## src/rtl/mmu_mem_arbiter.sv

```systemverilog
// mmu_mem_arbiter
//   Shares one memory port between the instruction-side and data-side
//   address-translation paths. Both page-table-walk reads and final accesses
//   from each side pass through here. Only one transaction is outstanding at
//   a time. A watchdog bounds how long a stalled memory transaction may wait.
//
//   Arbitration:
//     Default build            : round-robin; a tie goes to the side that did
//                                not win last time (D is "last" after reset).
//     ARB_DATA_PRIORITY_EN set : fixed priority; d_req wins every tie.
//
//   Handshakes:
//     i_req/d_req are level requests. The requester holds req and its fields
//     stable until it sees its 1-cycle ack pulse, and rdata is valid in that
//     same cycle. m_req is held high while a transaction waits on memory, and
//     m_* fields stay constant. m_ack is a 1-cycle completion pulse that
//     carries m_rdata. m_ack outside the wait phase is ignored.
//
//   Ports:
//     clk, rst                    clock, async active-high reset
//     i_req/i_addr -> i_ack/i_rdata                 instruction side (read only)
//     d_req/d_we/d_addr/d_wdata/d_wmask -> d_ack/d_rdata   data side
//     m_req/m_we/m_addr/m_wdata/m_wmask, m_rdata/m_ack     memory port
//     busy        transaction in progress
//     err         sticky watchdog-abort flag
//     dbg_state   current FSM state (0 idle, 1 wait, 2 resp)
module mmu_mem_arbiter #(
  parameter int ADDR_W         = 64,
  parameter int DATA_W         = 64,
  parameter int TIMEOUT_CYCLES = 1024
) (
  input  logic                clk,
  input  logic                rst,
  input  logic                i_req,
  input  logic [ADDR_W-1:0]   i_addr,
  output logic                i_ack,
  output logic [DATA_W-1:0]   i_rdata,
  input  logic                d_req,
  input  logic                d_we,
  input  logic [ADDR_W-1:0]   d_addr,
  input  logic [DATA_W-1:0]   d_wdata,
  input  logic [DATA_W/8-1:0] d_wmask,
  output logic                d_ack,
  output logic [DATA_W-1:0]   d_rdata,
  output logic                m_req,
  output logic                m_we,
  output logic [ADDR_W-1:0]   m_addr,
  output logic [DATA_W-1:0]   m_wdata,
  output logic [DATA_W/8-1:0] m_wmask,
  input  logic [DATA_W-1:0]   m_rdata,
  input  logic                m_ack,
  output logic                busy,
  output logic                err,
  output logic [1:0]          dbg_state
);

  localparam int MASK_W = DATA_W / 8;
  localparam int WD_W   = $clog2(TIMEOUT_CYCLES + 1);
  // The counter holds the number of completed wait cycles. The last allowed
  // cycle is the one where it reads TIMEOUT_CYCLES-1.
  localparam logic [WD_W-1:0] WD_LAST = WD_W'(TIMEOUT_CYCLES - 1);

  typedef enum logic [1:0] {
    S_IDLE = 2'd0,
    S_WAIT = 2'd1,
    S_RESP = 2'd2
  } state_e;

  state_e              state_q, state_d;
  logic                owner_q, owner_d;            // 1 = data side
  logic                last_grant_q, last_grant_d;  // 1 = data side
  logic [WD_W-1:0]     wd_q, wd_d;
  logic                m_we_q, m_we_d;
  logic [ADDR_W-1:0]   m_addr_q, m_addr_d;
  logic [DATA_W-1:0]   m_wdata_q, m_wdata_d;
  logic [MASK_W-1:0]   m_wmask_q, m_wmask_d;
  logic [DATA_W-1:0]   i_rdata_q, i_rdata_d;
  logic [DATA_W-1:0]   d_rdata_q, d_rdata_d;
  logic                err_q, err_d;
  logic                grant_d_side;
  logic                wd_expire;

`ifdef ARB_DATA_PRIORITY_EN
  assign grant_d_side = d_req;
`else
  // Data side wins when it is alone, or on a tie when instruction went last.
  assign grant_d_side = d_req & (~i_req | ~last_grant_q);
`endif

  assign wd_expire = (wd_q == WD_LAST);

  // State register
  always_ff @(posedge clk or posedge rst) begin
    if (rst) begin
      state_q      <= S_IDLE;
      owner_q      <= 1'b0;
      last_grant_q <= 1'b1;
      wd_q         <= '0;
      m_we_q       <= 1'b0;
      m_addr_q     <= '0;
      m_wdata_q    <= '0;
      m_wmask_q    <= '0;
      i_rdata_q    <= '0;
      d_rdata_q    <= '0;
      err_q        <= 1'b0;
    end else begin
      state_q      <= state_d;
      owner_q      <= owner_d;
      last_grant_q <= last_grant_d;
      wd_q         <= wd_d;
      m_we_q       <= m_we_d;
      m_addr_q     <= m_addr_d;
      m_wdata_q    <= m_wdata_d;
      m_wmask_q    <= m_wmask_d;
      i_rdata_q    <= i_rdata_d;
      d_rdata_q    <= d_rdata_d;
      err_q        <= err_d;
    end
  end

  // Next-state logic
  always_comb begin
    state_d      = state_q;
    owner_d      = owner_q;
    last_grant_d = last_grant_q;
    wd_d         = wd_q;
    m_we_d       = m_we_q;
    m_addr_d     = m_addr_q;
    m_wdata_d    = m_wdata_q;
    m_wmask_d    = m_wmask_q;
    i_rdata_d    = i_rdata_q;
    d_rdata_d    = d_rdata_q;
    err_d        = err_q;
    unique case (state_q)
      S_IDLE: begin
        if (i_req | d_req) begin
          owner_d = grant_d_side;
          wd_d    = '0;
          state_d = S_WAIT;
          if (grant_d_side) begin
            m_we_d    = d_we;
            m_addr_d  = d_addr;
            m_wdata_d = d_wdata;
            m_wmask_d = d_wmask;
          end else begin
            m_we_d    = 1'b0;
            m_addr_d  = i_addr;
            m_wdata_d = '0;
            m_wmask_d = '0;
          end
        end
      end
      S_WAIT: begin
        wd_d = wd_q + WD_W'(1);
        // m_ack takes precedence, so a completion on the expiry cycle succeeds.
        if (m_ack) begin
          if (owner_q) d_rdata_d = m_rdata;
          else         i_rdata_d = m_rdata;
          state_d = S_RESP;
        end else if (wd_expire) begin
          if (owner_q) d_rdata_d = '0;
          else         i_rdata_d = '0;
          err_d   = 1'b1;
          state_d = S_RESP;
        end
      end
      S_RESP: begin
        last_grant_d = owner_q;
        state_d      = S_IDLE;
      end
      default: state_d = S_IDLE;
    endcase
  end

  // Output logic. m_req is a function of the state register only, so reset
  // drops it immediately.
  always_comb begin
    busy  = (state_q != S_IDLE);
    m_req = (state_q == S_WAIT);
    i_ack = (state_q == S_RESP) & ~owner_q;
    d_ack = (state_q == S_RESP) & owner_q;
  end

  assign m_we      = m_we_q;
  assign m_addr    = m_addr_q;
  assign m_wdata   = m_wdata_q;
  assign m_wmask   = m_wmask_q;
  assign i_rdata   = i_rdata_q;
  assign d_rdata   = d_rdata_q;
  assign err       = err_q;
  assign dbg_state = state_q;

endmodule

```

## config.mk

```make
export PLATFORM = sky130hd
export DESIGN_NAME = mmu_mem_arbiter
export DESIGN_NICKNAME = d
export VERILOG_FILES = /design/src/rtl/mmu_mem_arbiter.sv
export SDC_FILE = /design/constraint.sdc
export NUM_CORES = 1
export LEC_CHECK = 0
export BUFFER_PORTS_ARGS = -buffer_cell sky130_fd_sc_hd__buf_2
export CAP_MARGIN = 10
export CELL_PAD_IN_SITES_DETAIL_PLACEMENT = 0
export CELL_PAD_IN_SITES_GLOBAL_PLACEMENT = 1
export CORE_AREA = 2 2 208 210
export CTS_CLUSTER_SIZE = 14
export DETAILED_ROUTE_END_ITERATION = 12
export DIE_AREA = 0 0 210 212
export PLACE_DENSITY = 0.59
export REMOVE_ABC_BUFFERS = 1
export SETUP_SLACK_MARGIN = 0.4
export SLEW_MARGIN = 40
export SYNTH_ARGS = -nofsm -noshare
export SYNTH_HDL_FRONTEND = slang
export SYNTH_SLANG_ARGS = --single-unit
```

## constraint.sdc

```tcl
create_clock -name clk -period 10.1 [get_ports clk]
set_input_delay 0.505 -clock clk [delete_from_list [all_inputs] [get_ports clk]]
set_output_delay 0.505 -clock clk [all_outputs]
set_load 0.01 [all_outputs]
```

==> results of run 1 <==
[area by class of cell]
class | instances | share of cell area (%)
repair buffers | 552 | 18.9
flip-flops and latches | 281 | 46.6
multi-input cells | 460 | 22.8
well taps | 546 | 4.52
clock buffers | 50 | 6.43
inverters | 4 | 0.182
clock inverters | 9 | 0.464
diodes | 6 | 0.0994
[state kept, by name, summed over array words and instances (netlist names)]
register,count
d_rdata,64
dbg_state,2
err,1
i_rdata,64
last_grant_q,1
m_addr,64
m_wdata,64
m_we,1
m_wmask,8
owner_q,1
wd_q,11
[report_power, final]
part,internal [W],switching [W],total [W]
combinational,0.000809,0.00105,0.00185
sequential,0.00165,0.000285,0.00193
clock,0.000669,0.000480,0.00115
[final timing paths]
| check | from | endpoint | slack [ns] | cells past startpoint |
|---|---|---|---|---|
| setup / recovery | dbg_state[1] | i_rdata[38] | 7.45 | 6 |
| hold / removal | rst | m_addr[20] | 0.03 | 2 |
| setup reg to reg | dbg_state[1] | i_rdata[38] | 7.45 | 6 |
| hold reg to reg | err | err | 0.47 | 1 |
| max in group asynchronous | rst | i_rdata[37] | 8.75 | 4 |
| min in group clk | d_we | m_we | 0.17 | 2 |
[placed cells by master, fill, tap and decap left out, types with 2 or more instances in the layout]
cell type and count:
clkbuf_8 6, o21ai_0 71, clkbuf_16 35, buf_2 541, nor2_1 6, buf_4 5, mux2i_1 67, inv_6 2
a22o_1 196, nand4_1 2, o31ai_1 4, diode_2 6, clkinv_2 4, a21o_1 2, buf_6 3, a32o_1 2
nand2_1 74, inv_1 2, nor2_4 2, nand3b_1 2, a22o_2 3, nand3_1 8, clkbuf_1 10, dfrtp_1 280
nand2b_1 2, o21ai_4 2
[routing by layer]
| metal | wire length [um] | up-vias |
|---|---|---|
| met5 | 187 | - |
| met4 | 884 | 18 |
| met3 | 3590 | 68 |
| met2 | 17400 | 408 |
| met1 | 15100 | 4147 |
| li1 | - | 4078 |
[per-stage QoR]
stage | util [%] | setup TNS (ns) | total power, W | instance area (um2) | hold slack, ns
6_report | 35.5 | 0 | 0.00494 | 15100 | 0.0281
5_1_grt | 35.5 | 0 | 0.00525 | 15100 | 0.0859
3_5_place_dp | 33.0 | 0 | 0.00383 | 14000 | 0.463
3_3_place_gp | 32.9 | 0 | 0.00381 | 14000 | 0.458
4_1_cts | 35.4 | 0 | 0.00501 | 15100 | 0.0992
2_1_floorplan | - | -50.26 | 0.00295 | 10500 | 0.448
[critical path, stage by stage (launching register included)]
cell	delay (ns)
dfrtp_1	0.47
nand2b_1	0.41
inv_2	0.14
and2_1	0.27
o21ai_4	0.40
buf_4	0.59
a22o_1	0.23
[logic make-up after synthesis]
| group | count (synthesis) |
|---|---|
| flip-flops | 281 |
| buffers and inverters | 69 |
| adder cells (fa/ha/maj) | 1 |
| AO/OA/AOI/OAI | 286 |
| multiplexers | 67 |
| AND/OR/NAND/NOR | 106 |
==> reports/results.txt, run 1 <==
Worst Path Arrival: 3.11 ns
Startpoint Class: register
distinct cell type count after synthesis: 40
Final WS setup: 7.45 ns
largest area contributor in the netlist: dfrtp_1
top-area cell type share of the netlist area: 64.4%
Starting Density: 25.6%
CP required: 10.56 ns
endpoint type of the worst setup path: register
CTS Hold Buffers Added: 0
flip-flop and latch area: 7030 um2
global-route wire length before repair: 54800 um
root buffer cell: clkbuf_16
most frequent cells after synthesis: dfrtp_1, a22o_1, nand2_1
GR Layer Usage met3: 6.54%
ranking of synthesized cells by area: dfrtp_1, a22o_1, mux2i_1
Crit Path Class: reg -> reg
Max-Cap Viols: 0
CTS HTree Levels: 2
P&R area growth vs syn: 38.8%
Final Slew Violations: 0
CTS tree: done
DR WL/cell: 19.5 um
Nets: 1604
count of input and output buffers: 541
Residual DRC: 0
clk_lat worst skew: 0.54 ns
Async S/R FF share, synth: 100%
status: finished, final reports clean
CTS resizes: 0
post-DR vias/cell: 4.57
1st-pass router iterations: 4
met2 usage: 26.3%
total grt overflow: 0
Final Hold Fails: 0
slew margin rel.: 45.0%
crit path time final: 2.65 ns
Least-Margin Pin Slew: 0.825 ns
Synth Area in Adders: 0.115%
Max FO, Critical Path: 52
Compound-Gate Fraction of Synth Area: 20.7%
power density over the cells: 327 nW/um2
EDFF count, synth: 0
xor/xnor cell area share of the yosys netlist: 0%
Die ar.: 44500 um2
dpl cells: 1842
Synth Flop Type: dfrtp_1
Tcrit/Tclk final: 26.3%
largest family of logic cells by synthesized area: compound AO/OA/AOI/OAI gates
Non-Filler Instances: 1908
Mapped Area: 10900 um2
Reg clk slew, reported paths: 0.05 ns
TritonCTS Buffers: 34
vias in the first global route: 8785
antenna violations before repair: 19
Final GP Congestion: 0.765
via count: 8719
YS warnings: 0
clock sinks: 281
flops & latches, synth: 281
count leader, synth: dfrtp_1
Post-Place Worst Slack: 7.08 ns
share of cells above drive strength 1: 45.6%
Iter 0 DRT Violations: 542
RSZ-0062 raised after global routing: false
DIE WIDTH: 210 um
Detail Route Antenna Nets: 0
mux contribution to synthesized area: 6.17%
Multi-input gate area: 3450 um2
total I/O pin count: 542
DP Wirelength: 26800 um
Die Y: 212 um
post-synthesis sequential area ratio: 64.7%
site row count: 76
M1 GR Usage: 19.7%
Post CTS Setup Buffer Count: 0
HP Class: in -> async
Total GRT Usage: 16.2%
fmax: 0.377 GHz
Cells after Synth: 810
Core Region: 42500 um2
Final setup viols: 0
pin count of the biggest net entering global routing: 126
grt peak-use layer: met2
final WL: 37200 um
Mean Syn Cell Area: 13.4 um2
simple-gate area share of the yosys netlist: 4.41%
Fill cells: 4318
peak supply drop: 0.150 mV
Max Root-Sink Buffers: 3
Static Leak: 8.01 nW
worst clock skew: 0.0224 ns
(Power assumes the default switching activity.)
==> inputs of run 2 (changes only) <==
Clock period 10.1 ns to 2.78 ns, I/O delays scaled along.
==> run 2 against run 1 <==
Net effect:
- clock power grew to 4.0 times the previous value
- setup slack worse by 6.8 ns
- sequential share of layout area down 7.5 points
- count of clock-buffer cells in the layout down 4
- clock skew down 0.0087 ns
- utilization increased by 6.9 points
- first-iteration DRC count grew 18%
- final area increased by 19%
- via count is 13% higher
- flip-flop and latch count did not move
==> reports/results.txt, run 2 (synthesis results as in run 1) <==
clock sinks: 281 (unchanged)
DP Wirelength: 27200 um (was 26800 um)
HP Class: in -> reg (was in -> async)
Final GP Congestion: 0.761 (was 0.765)
Detail Route Antenna Nets: 0 (unchanged)
DR WL/cell: 18.1 um (was 19.5 um)
Worst Setup SP: wd_q[0] (was dbg_state[1])
dpl cells: 1855 (was 1842)
Final Slew Violations: 0 (unchanged)
internal reg-to-reg setup slack: 0.63 ns (was 7.45 ns)
pin count of the biggest net entering global routing: 115 (was 126)
site row count: 76 (unchanged)
TritonCTS Buffers: 34 (unchanged)
Hold Crit Start: d_req
total I/O pin count: 542 (unchanged)
Max-Cap Viols: 0 (unchanged)
count of input and output buffers: 541 (unchanged)
slew margin rel.: 47.3% (was 45.0%)
Least-Margin Pin Slew: 0.791 ns (was 0.825 ns)
total grt overflow: 0 (unchanged)
Reg clk slew, reported paths: 0.05 ns (about the same)
via count: 9855 (was 8719)
crit path time final: 2.15 ns (was 2.65 ns)
endpoint type of the worst setup path: register (unchanged)
status: finished, final reports clean (unchanged)
Final Hold Slack: 0.0844 ns (was 0.0281 ns)
RSZ-0062 raised after global routing: false (unchanged)
fmax: 0.466 GHz (was 0.377 GHz)
post-DR vias/cell: 4.51 (was 4.57)
Die Y: 212 um (unchanged)
Static Leak: 9.25 nW (was 8.01 nW)
power density over the cells: 1050 nW/um2 (was 327 nW/um2)
Worst Path Arrival: 2.56 ns (was 3.11 ns)
Total GRT Usage: 17.2% (was 16.2%)
Post-DP Area: 14200 um2 (was 14000 um2)
most common cell after layout, fill and taps aside: buf_2 (unchanged)
Max Root-Sink Buffers: 3 (unchanged)
Startpoint Class: register (unchanged)
Iter 0 DRT Violations: 640 (was 542)
peak supply drop: 0.461 mV (was 0.150 mV)
final WL: 39500 um (was 37200 um)
global-route wire length before repair: 59500 um (was 54800 um)
most frequent cells in the layout: buf_2, dfrtp_1, dlygate4sd3_1 (was buf_2, dfrtp_1, a22o_1)
Residual DRC: 0 (unchanged)
Final setup viols: 0 (unchanged)
1st-pass router iterations: 4 (unchanged)
DIE WIDTH: 210 um (unchanged)
CTS tree: done (unchanged)
vias in the first global route: 10.2k (was 8785)
r2r startpoint: wd_q[0] (was dbg_state[1])
CTS HTree Levels: 2 (unchanged)
Starting Density: 25.6% (unchanged)
Die ar.: 44500 um2 (unchanged)
Crit Path Class: reg -> reg (unchanged)
Fill cells: 4070 (was 4318)
share of cells above drive strength 1: 38.7% (was 45.6%)
Max FO, Critical Path: 64 (was 52)
Core Region: 42500 um2 (unchanged)
Final Hold Fails: 0 (unchanged)
Tcrit/Tclk final: 77.2% (was 26.3%)
P&R area growth vs syn: 65.7% (was 38.8%)
root buffer cell: clkbuf_16 (unchanged)
clk_lat worst skew: 0.53 ns (was 0.54 ns)
Non-Filler Instances: 2184 (was 1908)
Pwr Total: 0.0189 W (was 0.00494 W)
Nets: 1883 (was 1604)
CP required: 3.19 ns (was 10.56 ns)
fin area: 18000 um2 (was 15100 um2)
antenna violations before repair: 4 (was 19)
worst clock skew: 0.0137 ns (was 0.0224 ns)
==> run 2: cell count changes in the layout (fill, tap and decap cells not counted), moves of 2 or more <==
| cell | delta |
|---|---|
| buf_8 | +2 |
| buf_4 | +6 |
| bufinv_16 | +4 |
| dlygate4sd3_1 | +267 |
| buf_12 | +9 |
| diode_2 | -3 |
| clkbuf_1 | -3 |
| buf_6 | -3 |
==> run 2: power by group <==
group / internal (W) / switching (W)
sequential: 0.00599 / 0.00106
combinational: 0.00337 / 0.00390
clock: 0.00277 / 0.00178
==> run 2: worst paths after layout <==
kind                               endpoint  cells after the start
worst min-delay path                wd_q[0]                      4
max in group asynchronous       m_wdata[15]                      4
worst max register to register  i_rdata[62]                      6
worst max-delay path            i_rdata[62]                      6
min in group asynchronous       i_rdata[13]                      3
worst min register to register   m_addr[24]                      2
==> run 2: critical path, cell delays in order (launching register included) <==
cell and delay, ns:
dfrtp_1 0.38, ha_1 0.26, nand3_2 0.15, nor4_4 0.44
o21ai_4 0.09, buf_4 0.34, a22o_1 0.29
==> run 2: layer usage <==
layer	vias to the layer above	global-route usage (%)	routed length [um]
met5	-	0	12
met4	2	6.11	1050
met3	58	5.44	3180
met2	426	29.2	19300
met1	4738	20.6	16000
li1	4631	-	-
==> run 2: metrics by stage <==
step / setup WS [ns] / setup TNS (ns) / utilization [%]
floorplan: -7.63 / -2408.98 / -
global placement: 0.512 / 0 / 33.4
detailed placement: 0.666 / 0 / 33.4
CTS: 0.634 / 0 / 42.4
global route: 0.507 / 0 / 42.4
finish: 0.634 / 0 / 42.4
==> run 2: cell type report <==
cell class              instances  area (um2)  area share, %
diodes                          3        7.51         0.0417
clock buffers                  46         946           5.25
clock inverters                13         186           1.03
inverters                       4        22.5          0.125
multi-input cells             460        3450           19.1
flip-flops and latches        281        7030           39.0
well taps                     546         683           3.79
repair buffers                831        5690           31.6
==> run 2: repair_timing <==
action,CTS,global route
hold buffers,267,0
endpoints found under the hold margin,352,0
buffers inserted,0,0
endpoints found under the setup margin,0,0
resized for setup,0,0
==> inputs of run 3 (changes only) <==
Clock period 2.78 ns to 2.1 ns, I/O delays scaled along.
==> run 3 against run 2 <==
Net effect:
- die area is the same
- fmax up 17%
- non-clock buffer count rose by 49
- sequential share of layout area decreased by 2.2 points
- register-to-register slack got worse by 0.37 ns
- combinational power up 58%
- total power increased by 44%
- first-iteration DRC count increased by 19%
- final area rose by 6.0%
- worst hold slack worse by 0.051 ns
- critical path type unchanged
- critical endpoint is now i_rdata[47]
==> reports/results.txt, run 3 (synthesis results as in run 1) <==
status: finished, final reports clean (unchanged)
slew margin rel.: 66.2% (was 47.3%)
P&R area growth vs syn: 75.7% (was 65.7%)
crit path time final: 1.83 ns (was 2.15 ns)
DR WL/cell: 20.5 um (was 18.1 um)
Total GRT Usage: 18.0% (was 17.2%)
fin area: 19100 um2 (was 18000 um2)
FF-to-FF End: i_rdata[47] (was i_rdata[62])
most common cell after layout, fill and taps aside: buf_2 (unchanged)
Die Y: 212 um (unchanged)
flip-flop and latch area: 7040 um2 (was 7030 um2)
Least-Margin Pin Slew: 0.502 ns (was 0.791 ns)
Fin Setup TNS: 0 ns (unchanged)
final WL: 45700 um (was 39500 um)
Pwr Total: 0.0272 W (was 0.0189 W)
crit-path max cell delay: 0.41 ns (was 0.44 ns)
Multi-input gate area: 3590 um2 (was 3450 um2)
count of input and output buffers: 541 (unchanged)
Fill cells: 3928 (was 4070)
Static Leak: 9.76 nW (was 9.25 nW)
global-route wire length before repair: 61900 um (was 59500 um)
clk_lat worst skew: 0.53 ns (about the same)
antenna violations before repair: 3 (was 4)
via count: 10.3k (was 9855)
Largest delay share family, worst path: simple AND/OR/NAND/NOR gates (unchanged)
TritonCTS Buffers: 34 (unchanged)
RSZ-0062 raised after global routing: true (was false)
pin count of the biggest net entering global routing: 86 (was 115)
CTS tree: done (unchanged)
Nets: 1932 (was 1883)
Iter 0 DRT Violations: 764 (was 640)
Post-DP Area: 14300 um2 (was 14200 um2)
site row count: 76 (unchanged)
r2r startpoint: wd_q[1] (was wd_q[0])
Detail Route Antenna Nets: 0 (unchanged)
Final setup viols: 0 (unchanged)
Worst Path Arrival: 2.23 ns (was 2.56 ns)
DP Wirelength: 27400 um (was 27200 um)
Crit Path Class: reg -> reg (unchanged)
peak supply drop: 0.844 mV (was 0.461 mV)
clock sinks: 281 (unchanged)
Starting Density: 25.6% (unchanged)
Tcrit/Tclk final: 87.4% (was 77.2%)
Max FO, Critical Path: 7 (was 64)
worst clock skew: 0.0151 ns (was 0.0137 ns)
Residual DRC: 0 (unchanged)
Max-Cap Viols: 0 (unchanged)
Critical Path, Cell by Cell: ha_4, nand3_4, nor4_4, o21ai_4, buf_12, clkbuf_16, a22o_1 (was ha_1, nand3_2, nor4_4, o21ai_4, buf_4, a22o_1)
Hold Path Cell Cnt: 4 (unchanged)
Hold Crit Start: d_req (unchanged)
total I/O pin count: 542 (unchanged)
root buffer cell: clkbuf_16 (unchanged)
vias in the first global route: 10.5k (was 10.2k)
Reg clk slew, reported paths: 0.06 ns (was 0.05 ns)
Final GP Congestion: 0.758 (was 0.761)
Worst Hold End: wd_q[0] (unchanged)
share of cells above drive strength 1: 43.0% (was 38.7%)
Crit-path slowest cell: dfrtp_1 (was nor4_4)
DIE WIDTH: 210 um (unchanged)
Final Slew Violations: 0 (unchanged)
most frequent cells in the layout: buf_2, dfrtp_1, dlygate4sd3_1 (unchanged)
HP Class: in -> reg (unchanged)
power density over the cells: 1430 nW/um2 (was 1050 nW/um2)
1st-pass router iterations: 5 (was 4)
endpoint type of the worst setup path: register (unchanged)
Die ar.: 44500 um2 (unchanged)
WP buf/inv: 2 (was 1)
Max Root-Sink Buffers: 3 (unchanged)
reg2reg path depth: 7 (was 6)
Final Hold Fails: 0 (unchanged)
fmax: 0.545 GHz (was 0.466 GHz)
CP required: 2.50 ns (was 3.19 ns)
Startpoint Class: register (unchanged)
CTS HTree Levels: 2 (unchanged)
internal reg-to-reg setup slack: 0.27 ns (was 0.63 ns)
Core Region: 42500 um2 (unchanged)
post-DR vias/cell: 4.61 (was 4.51)
total grt overflow: 0 (unchanged)
-- run 3: timing repair --
action,CTS,global route
gates resized for setup,7,123
cloned,2,26
hold endpoints to repair,412,0
pin swaps,2,17
hold buffers,267,0
endpoints found under the setup margin,237,268
setup buffers,4,12
-- run 3: how the worst max path moves through the flow --
stage	start	slack, ns	depth (start not counted)	end
after global placement	wd_q[0]	0.20	6	d_rdata[62]
final	wd_q[1]	0.27	7	i_rdata[47]
after CTS	dbg_state[1]	0.29	5	i_rdata[36]
after floorplan	i_req	-8.28	3	m_wdata[0]
after detailed placement	wd_q[0]	0.16	6	d_rdata[62]
after global routing	wd_q[1]	0.22	7	i_rdata[47]
-- run 3: layout make-up --
type                    count  area share, %
flip-flops and latches    281           36.8
repair buffers            880           34.3
multi-input cells         460           18.8
clock buffers              46           5.17
well taps                 546           3.58
clock inverters            11           1.13
inverters                   4          0.138
diodes                      2         0.0262
-- run 3: per-layer routing --
| layer | up-vias | GRT usage (%) | share of wire (%) |
|---|---|---|---|
| li1 | 4737 | - | - |
| met1 | 4997 | 22.5 | 41 |
| met2 | 486 | 29.8 | 49 |
| met3 | 68 | 5.18 | 7.1 |
| met4 | 2 | 6.53 | 2.7 |
| met5 | - | 0 | 0.028 |
-- run 3: report_power, final --
group / switching [W] / leakage, nW / total (W) / internal (W)
Sequential: 0.00146 / 3.56 / 0.00940 / 0.00793
Combinational: 0.00598 / 5.61 / 0.0115 / 0.00554
Clock: 0.00229 / 0.588 / 0.00632 / 0.00402
Total: 0.00974 / 9.76 / 0.0272 / 0.0175
-- run 3: through the flow --
| stage | worst slack, ns | hold slack [ns] | std cells | util, % |
|---|---|---|---|---|
| floorplan | -8.28 | 0.202 | 745 | - |
| global placement | 0.195 | 0.173 | 1860 | 33.5 |
| detailed placement | 0.160 | 0.171 | 1860 | 33.5 |
| CTS | 0.287 | 0.00373 | 2190 | 42.9 |
| global route | 0.217 | 0.0713 | 2229 | 44.9 |
| finish | 0.265 | 0.0337 | 2230 | 44.9 |
-- run 3: worst reg2reg max path: stages (launching register included) --
cell and delay, ns:
dfrtp_1 0.41, ha_4 0.18, nand3_4 0.10, nor4_4 0.41, o21ai_4 0.10, buf_12 0.15
clkbuf_16 0.17, a22o_1 0.19
